<file path="config.mk">
export PLATFORM = sky130hd
export DESIGN_NAME = perf_counter_bank
export DESIGN_NICKNAME = d
export VERILOG_FILES = /design/src/rtl/perf_counter_bank.sv
export SDC_FILE = /design/constraint.sdc
export NUM_CORES = 1
export LEC_CHECK = 0
export CAP_MARGIN = 25
export CORE_MARGIN = 4
export CORE_UTILIZATION = 61
export CTS_CLUSTER_SIZE = 8
export DETAILED_ROUTE_END_ITERATION = 7
export PLACE_DENSITY = 0.93
export SYNTH_ARGS = -nofsm -noshare
export SYNTH_HDL_FRONTEND = slang
export SYNTH_SLANG_ARGS = --single-unit
</file>
<file path="constraint.sdc">
create_clock -name clk -period 5.4 [get_ports clk]
set_input_delay 0.54 -clock clk [delete_from_list [all_inputs] [get_ports clk]]
set_output_delay 0.54 -clock clk [all_outputs]
set_load 0.03 [all_outputs]
</file>
<file path="src/rtl/perf_counter_bank.sv">
// perf_counter_bank: memory-mapped performance counters beside the MEM stage.
// The low address window holds NUM_CTRS counters followed by one CTRL word.
// Every other address is passed through to the data cache. Bank accesses
// complete with a one-cycle registered response pulse (ctr_resp).
module perf_counter_bank #(
    parameter int NUM_CTRS = 8,        // 1..16
    parameter int CTR_W    = 32,       // 1..32
    parameter bit SATURATE = 1'b0      // 0: wrap at max, 1: hold at max
) (
    input  logic                clk,
    input  logic                rst,
    input  logic [NUM_CTRS-1:0] event_inc,
    input  logic [31:0]         mem_address,
    input  logic                mem_read,
    input  logic                mem_write,
    input  logic [31:0]         mem_wdata,
    output logic                dcache_read,
    output logic                dcache_write,
    output logic                datamux_sel,
    output logic [31:0]         counter_data,
    output logic                ctr_resp
);

    // Window size in bytes: one word per counter plus the CTRL word.
    localparam logic [31:0] WIN      = 32'((NUM_CTRS + 1) * 4);
    // The window is at most 17 words, so a 5-bit word index covers it.
    localparam logic [4:0]  CTRL_IDX = 5'(NUM_CTRS);

    logic                w_hit;
    logic [4:0]          w_idx;
    logic                w_wr;
    logic                w_rd;
    logic                w_ctrl_wr;
    logic                w_clear_all;
    logic [NUM_CTRS-1:0] w_ctr_wr;
    logic [31:0]         w_rd_word;

    logic [CTR_W-1:0]    r_ctr [NUM_CTRS];
    logic [NUM_CTRS-1:0] r_ovf;
    logic                r_freeze;
    logic [31:0]         r_counter_data;
    logic                r_resp;

    // Address decode. The byte offset bits [1:0] are ignored.
    assign w_hit       = (mem_address < WIN);
    assign w_idx       = mem_address[6:2];
    // A simultaneous read+write is treated as a write.
    assign w_wr        = w_hit & mem_write;
    assign w_rd        = w_hit & mem_read & ~mem_write;
    assign w_ctrl_wr   = w_wr & (w_idx == CTRL_IDX);
    // clear_all is a strobe taken straight from the write data; it is never stored.
    assign w_clear_all = w_ctrl_wr & mem_wdata[1];

    // Route MEM-stage requests: bank hits never reach the data cache.
    always_comb begin
        dcache_read  = mem_read;
        dcache_write = mem_write;
        datamux_sel  = 1'b0;
        if (w_hit) begin
            dcache_read  = 1'b0;
            dcache_write = 1'b0;
            datamux_sel  = 1'b1;
        end
    end

    // Freeze bit: loaded by any CTRL write, regardless of clear_all.
    always_ff @(posedge clk) begin
        if (rst) begin
            r_freeze <= 1'b0;
        end else if (w_ctrl_wr) begin
            r_freeze <= mem_wdata[0];
        end
    end

    generate
        for (genvar gi = 0; gi < NUM_CTRS; gi++) begin : g_ctr
            assign w_ctr_wr[gi] = w_wr & (w_idx == 5'(gi));

            // Counter and sticky overflow: reset/clear, then software load, then event count.
            always_ff @(posedge clk) begin
                if (rst || w_clear_all) begin
                    r_ctr[gi] <= '0;
                    r_ovf[gi] <= 1'b0;
                end else if (w_ctr_wr[gi]) begin
                    // A same-cycle event is dropped; overflow history is kept.
                    r_ctr[gi] <= mem_wdata[CTR_W-1:0];
                end else if (event_inc[gi] && !r_freeze) begin
                    if (r_ctr[gi] == {CTR_W{1'b1}}) begin
                        r_ovf[gi] <= 1'b1;
                        if (!SATURATE) begin
                            r_ctr[gi] <= '0;
                        end
                    end else begin
                        r_ctr[gi] <= r_ctr[gi] + 1'b1;
                    end
                end
            end
        end
    endgenerate

    // Select the addressed word from pre-update state, zero-extended to 32 bits.
    always_comb begin
        w_rd_word = '0;
        if (w_idx == CTRL_IDX) begin
            w_rd_word[0]               = r_freeze;
            w_rd_word[16 +: NUM_CTRS]  = r_ovf;
        end else begin
            for (int i = 0; i < NUM_CTRS; i++) begin
                if (w_idx == 5'(i)) begin
                    w_rd_word[CTR_W-1:0] = r_ctr[i];
                end
            end
        end
    end

    // Registered response: pulse for every bank access, data only captured on reads.
    always_ff @(posedge clk) begin
        if (rst) begin
            r_resp         <= 1'b0;
            r_counter_data <= '0;
        end else begin
            r_resp <= w_wr | w_rd;
            if (w_rd) begin
                r_counter_data <= w_rd_word;
            end
        end
    end

    assign ctr_resp     = r_resp;
    assign counter_data = r_counter_data;

endmodule

</file>
== Word level (Yosys, flattened, before mapping) ==
Memory sizes are Yosys's and may differ from the RTL's.
Cells that the tools add are included.
Word-level totals
  bits in registers: 42
  memory bits (writable): 256
  bits of input ports: 76
  memories kept: 1
Memories
  r_ctr: words 8, width 32, rd ports 8, clocked after memory_dff 0, wr ports 8, RTL line 38  | logic [CTR_W-1:0] r_ctr [NUM_CTRS];
Operators by class
  add/subtract/negate cells: 8
  order comparisons: 1
  equal/unequal tests: 16
  mux-type cells: 145
  bitwise gates (word level): 47
  reductions and logical operators: 19
Operator list (count)
  $mux W32: 32
  $add A32 B1 Y32 const B: 8
  $eq A32 B32 Y1 const B: 8
  $mux W1: 110
  $lt A32 B6 Y1 const B: 1
  $or A1 B1 Y1: 25
  $reduce_and A3 Y1: 8
  $eq A5 B3 Y1 const B: 4
  $mux W8: 2
  $mux W15: 1
  $and A1 B1 Y1: 13
  $eq A5 B2 Y1 const B: 2
  $not A1 Y1: 9
  $logic_and A1 B1 Y1: 8
  $eq A5 B1 Y1 const B: 1
  $eq A5 B4 Y1 const B: 1
  $logic_not A5 Y1: 1
  $logic_not A1 Y1: 1
  $logic_or A1 B1 Y1: 1

== Longest topological paths before layout ==
  depth in word-level cells: 10
  gate-level depth with buffers: 9
  depth with buffers taken out: 6

== Worst setup path before layout ==
No wires, ideal clock.
  path type: in2reg
  start point: input mem_address[11]
  end point: memory r_ctr[3][4] (netlist: r_ctr[0][100]), enable pin
  library setup time: 466 ps
  arrival time: 4195 ps
  data required time: 4934 ps
  setup slack: 739 ps
  cell stages on the path: 5
  cell sequence: nor4_1 -> nand4_1 -> or3_1 -> clkbuf_1 -> o21ai_0
RTL lines
  from (decl): RTL line 13  | input logic [31:0] mem_address,
  to (decl): RTL line 38

== Worst setup path in the final report ==
  start point: input mem_address[6]
  end point: output datamux_sel
Between the ends
  longest elaborated chain between the ends: 2
Ends and longest elaborated chain
  $lt A32 B6 Y1: RTL line 45  | assign w_hit = (mem_address < WIN);
  $mux W1: RTL line 59  | if (w_hit) begin
  to (decl): RTL line 19  | output logic datamux_sel,
Every way passes these cells.

==> run_results.csv <==
group,metric,value,unit
cts,cts_setup_buffers,0,
sta,max-slew-margin-rel,29.16,%
yosys,synthTopCellsByCount,"o2bb2ai_1, edfxtp_1, xor2_1",
detailed_routing,routedWlPerCell,27.34,µm
placement,dp.cells,2198,
hold_path,hp-start,"counter_data[7]$_SDFFE_PP0P_",
sta,tns,0,ns
sta,finalHoldViolCount,0,
yosys,yosys.cell_count.top_type,"o2bb2ai_1",
setup_path,cp.arrival,3.42,ns
sta,slew_viol_final,0,
detailed_routing,first_pass_iters,8,
yosys,synth_top_family_by_area,"compound AO/OA/AOI/OAI gates",
status,status,"finished, violations left",
yosys,synthFlopType,"edfxtp_1",
yosys,synth_area_leaders,"edfxtp_1, o2bb2ai_1, xor2_1",
floorplanning,core,30830,µm²
setup_path,reg2reg_from,"r_ctr[1][47]$_DFFE_PP_",
setup_path,crit_required,4.86,ns
sta,fin_crit_sh,73.39,%
yosys,muxShareOfSynthArea,5.679,%
cts,htreeDepth,2,
sta,worstMarginPinSlew,1.054,ns
sta,period_needed,3.963,ns
yosys,yosys.area_share.xor_xnor,10.94,%
floorplanning,io-pin-count,112,
layout,fin_cells,2270,
yosys,netlist_area,19210,µm²
sta,clock_skew,0.02895,ns
setup_path,endpoint_kind,"output port",
grt,antenna_found_initial,1,
detailed_routing,drt_iter0_drc,3289,
setup_path,critPathKind,"input pin to output port",
placement,hpwl,43190,µm
floorplanning,row_count,64,
cts,cts_root_buffer,"clkbuf_16",
sta,setup_viol,0,
power_and_ir_drop,p_leak,6.869,nW
cts,insertion_delay,0.55,ns
detailed_routing,viasPerCell,7.463,
power_and_ir_drop,ir_worst_vdd,0.2213,mV
yosys,synth-adder-area-share,0.5210,%
layout,n_fill_cell,2056,
layout,layout-drive-gt1-share,8.703,%
cts,cts.path.max_buffers,3,
yosys,synthSimpleGateAreaFrac,16.17,%
yosys,synthArstFlopShare,0,%
cts,cts_tree,"yes",
detailed_routing,totalWireLength,62070,µm
layout,area_growth_syn_to_layout,13.53,%
yosys,yosysWarnings,0,
sta,rsz0062_at_grt,"no",
setup_path,crit_path_max_fanout,11,
layout,nets,1932,
floorplanning,initial_core_util,62.32,%
yosys,synth_compound_area_share,18.37,%
power_and_ir_drop,p_per_area,272.9,nW/µm²
sta,max_freq,252.3,MHz
placement,portBuffers,109,
yosys,synth.top_cell.area_share,40.01,%
status,failed_checks,"design-rule violations",
setup_path,startpoint_type,"input pin",
grt,grt_max_degree,43,
setup_path,crit_start,"mem_address[6]",
job,maxCapViolations,0,
detailed_routing,drt.antenna.violating_nets,0,
yosys,ys_ff_latch,298,
floorplanning,die_w,185.5,µm
cts,clkSinkCount,298,
floorplanning,dieArea,34400,µm²
placement,gp_congestion,1.010,
grt,globalRouteOverflowTotal,0,
detailed_routing,via_count,16940,
detailed_routing,post-route-drc-count,1,
grt,grt_pass1_wl,95230,µm
grt,grt_pass1_vias,16570,
yosys,synthCells,1788,
yosys,synth_area_per_cell,10.75,µm²
grt,grtUsageTotal,35.49,%
yosys,synth_edf_count,256,
yosys,ys_types,64,
hold_path,hold_class,"flop to flop",
cts,post_cts_resized,0,
yosys,syn-num-nets,1872,
cts,clk_pin_slew_worst_paths,0.05,ns
yosys,synth_seq_area_share,44.39,%
yosys,yosysTopAreaCell,"edfxtp_1",
floorplanning,die_h,185.5,µm
cts,cts_hold_buf,0,
cts,numCtsBuffers,43,
placed cells by master (no fill, tap or decap), types with 42 or more instances in the layout:
cell             count
buf_4               50
clkbuf_16           43
clkdlybuf4s50_1    107
dfxtp_1             42
edfxtp_1           256
nand2_1             87
nand3_1            126
nand4_1             88
nor2_1              79
o2bb2ai_1          261
xnor2_1             72
xor2_1             168
path summary, 6_finish.rpt:
| kind | endpoint | slack, ns | cells past startpoint |
|---|---|---|---|
| worst max register to register | r_ctr[1][44]$_DFFE_PP_ | 2.41 | 5 |
| worst min register to register | counter_data[7]$_SDFFE_PP0P_ | 0.46 | 2 |
| worst max-delay path | datamux_sel | 1.44 | 5 |
| worst min-delay path | counter_data[7]$_SDFFE_PP0P_ | 0.46 | 2 |
sequential cells by signal (all words and copies together), names as in the netlist:
signal	count
r_freeze	1
ctr_resp	1
r_ctr	256
r_ovf	8
counter_data	32
where the power goes:
group	switching [mW]	leakage (nW)	internal [mW]
clock	1.01	0.585	1.51
sequential	0.185	3.18	2.64
combinational	0.362	3.11	0.235
total	1.56	6.87	4.39
worst max-delay path, stage by stage:
cell,delay (ns)
clkdlybuf4s50_1,0.72
nor4_1,0.40
nand4_1,0.41
nor3_1,0.58
clkdlybuf4s50_1,0.77
final cells by class:
class / instances / area [µm²] / share of cell area (%)
diodes: 1 / 2.502 / 0.01147
clock buffers: 66 / 1162 / 5.329
clock inverters: 4 / 56.30 / 0.2581
inverters: 33 / 123.9 / 0.5679
multi-input cells: 1313 / 9985 / 45.78
flip-flops and latches: 298 / 8528 / 39.10
well taps: 396 / 495.5 / 2.272
repair buffers: 159 / 1459 / 6.688
metrics by stage:
stage	utilization, %	power (mW)	area [µm²]	hold WS, ns	setup WS [ns]
detailed placement	66.77	3.423	20580	0.4522	1.483
CTS	70.72	5.901	21800	0.4601	1.533
finish	70.75	5.952	21810	0.4624	1.437
global route	70.75	6.074	21810	0.4964	1.335
global placement	66.77	3.390	20580	0.4449	1.609
floorplan	-	3.164	19210	0.4410	0.7389
kinds of logic (layout without fill, tap and decap cells):
kind of cell | Yosys count | count (layout)
fa+ha+maj | 8 | 8
other cells | 0 | 1
buf+inv | 177 | 262
flops | 298 | 298
xor+xnor | 240 | 240
simple gates | 572 | 572
compound gates | 425 | 425
mux | 68 | 68
metal layers:
metal  up-vias  global-route usage, %  wire [µm]
met3       308                  8.521       8321
li1       7160                      -          -
met1      8046                  46.89      21620
met5         -                      0          0
met4         0                  18.73       3747
met2      1426                  54.66      28380
No activity file was read; power rests on OpenSTA's default activity.
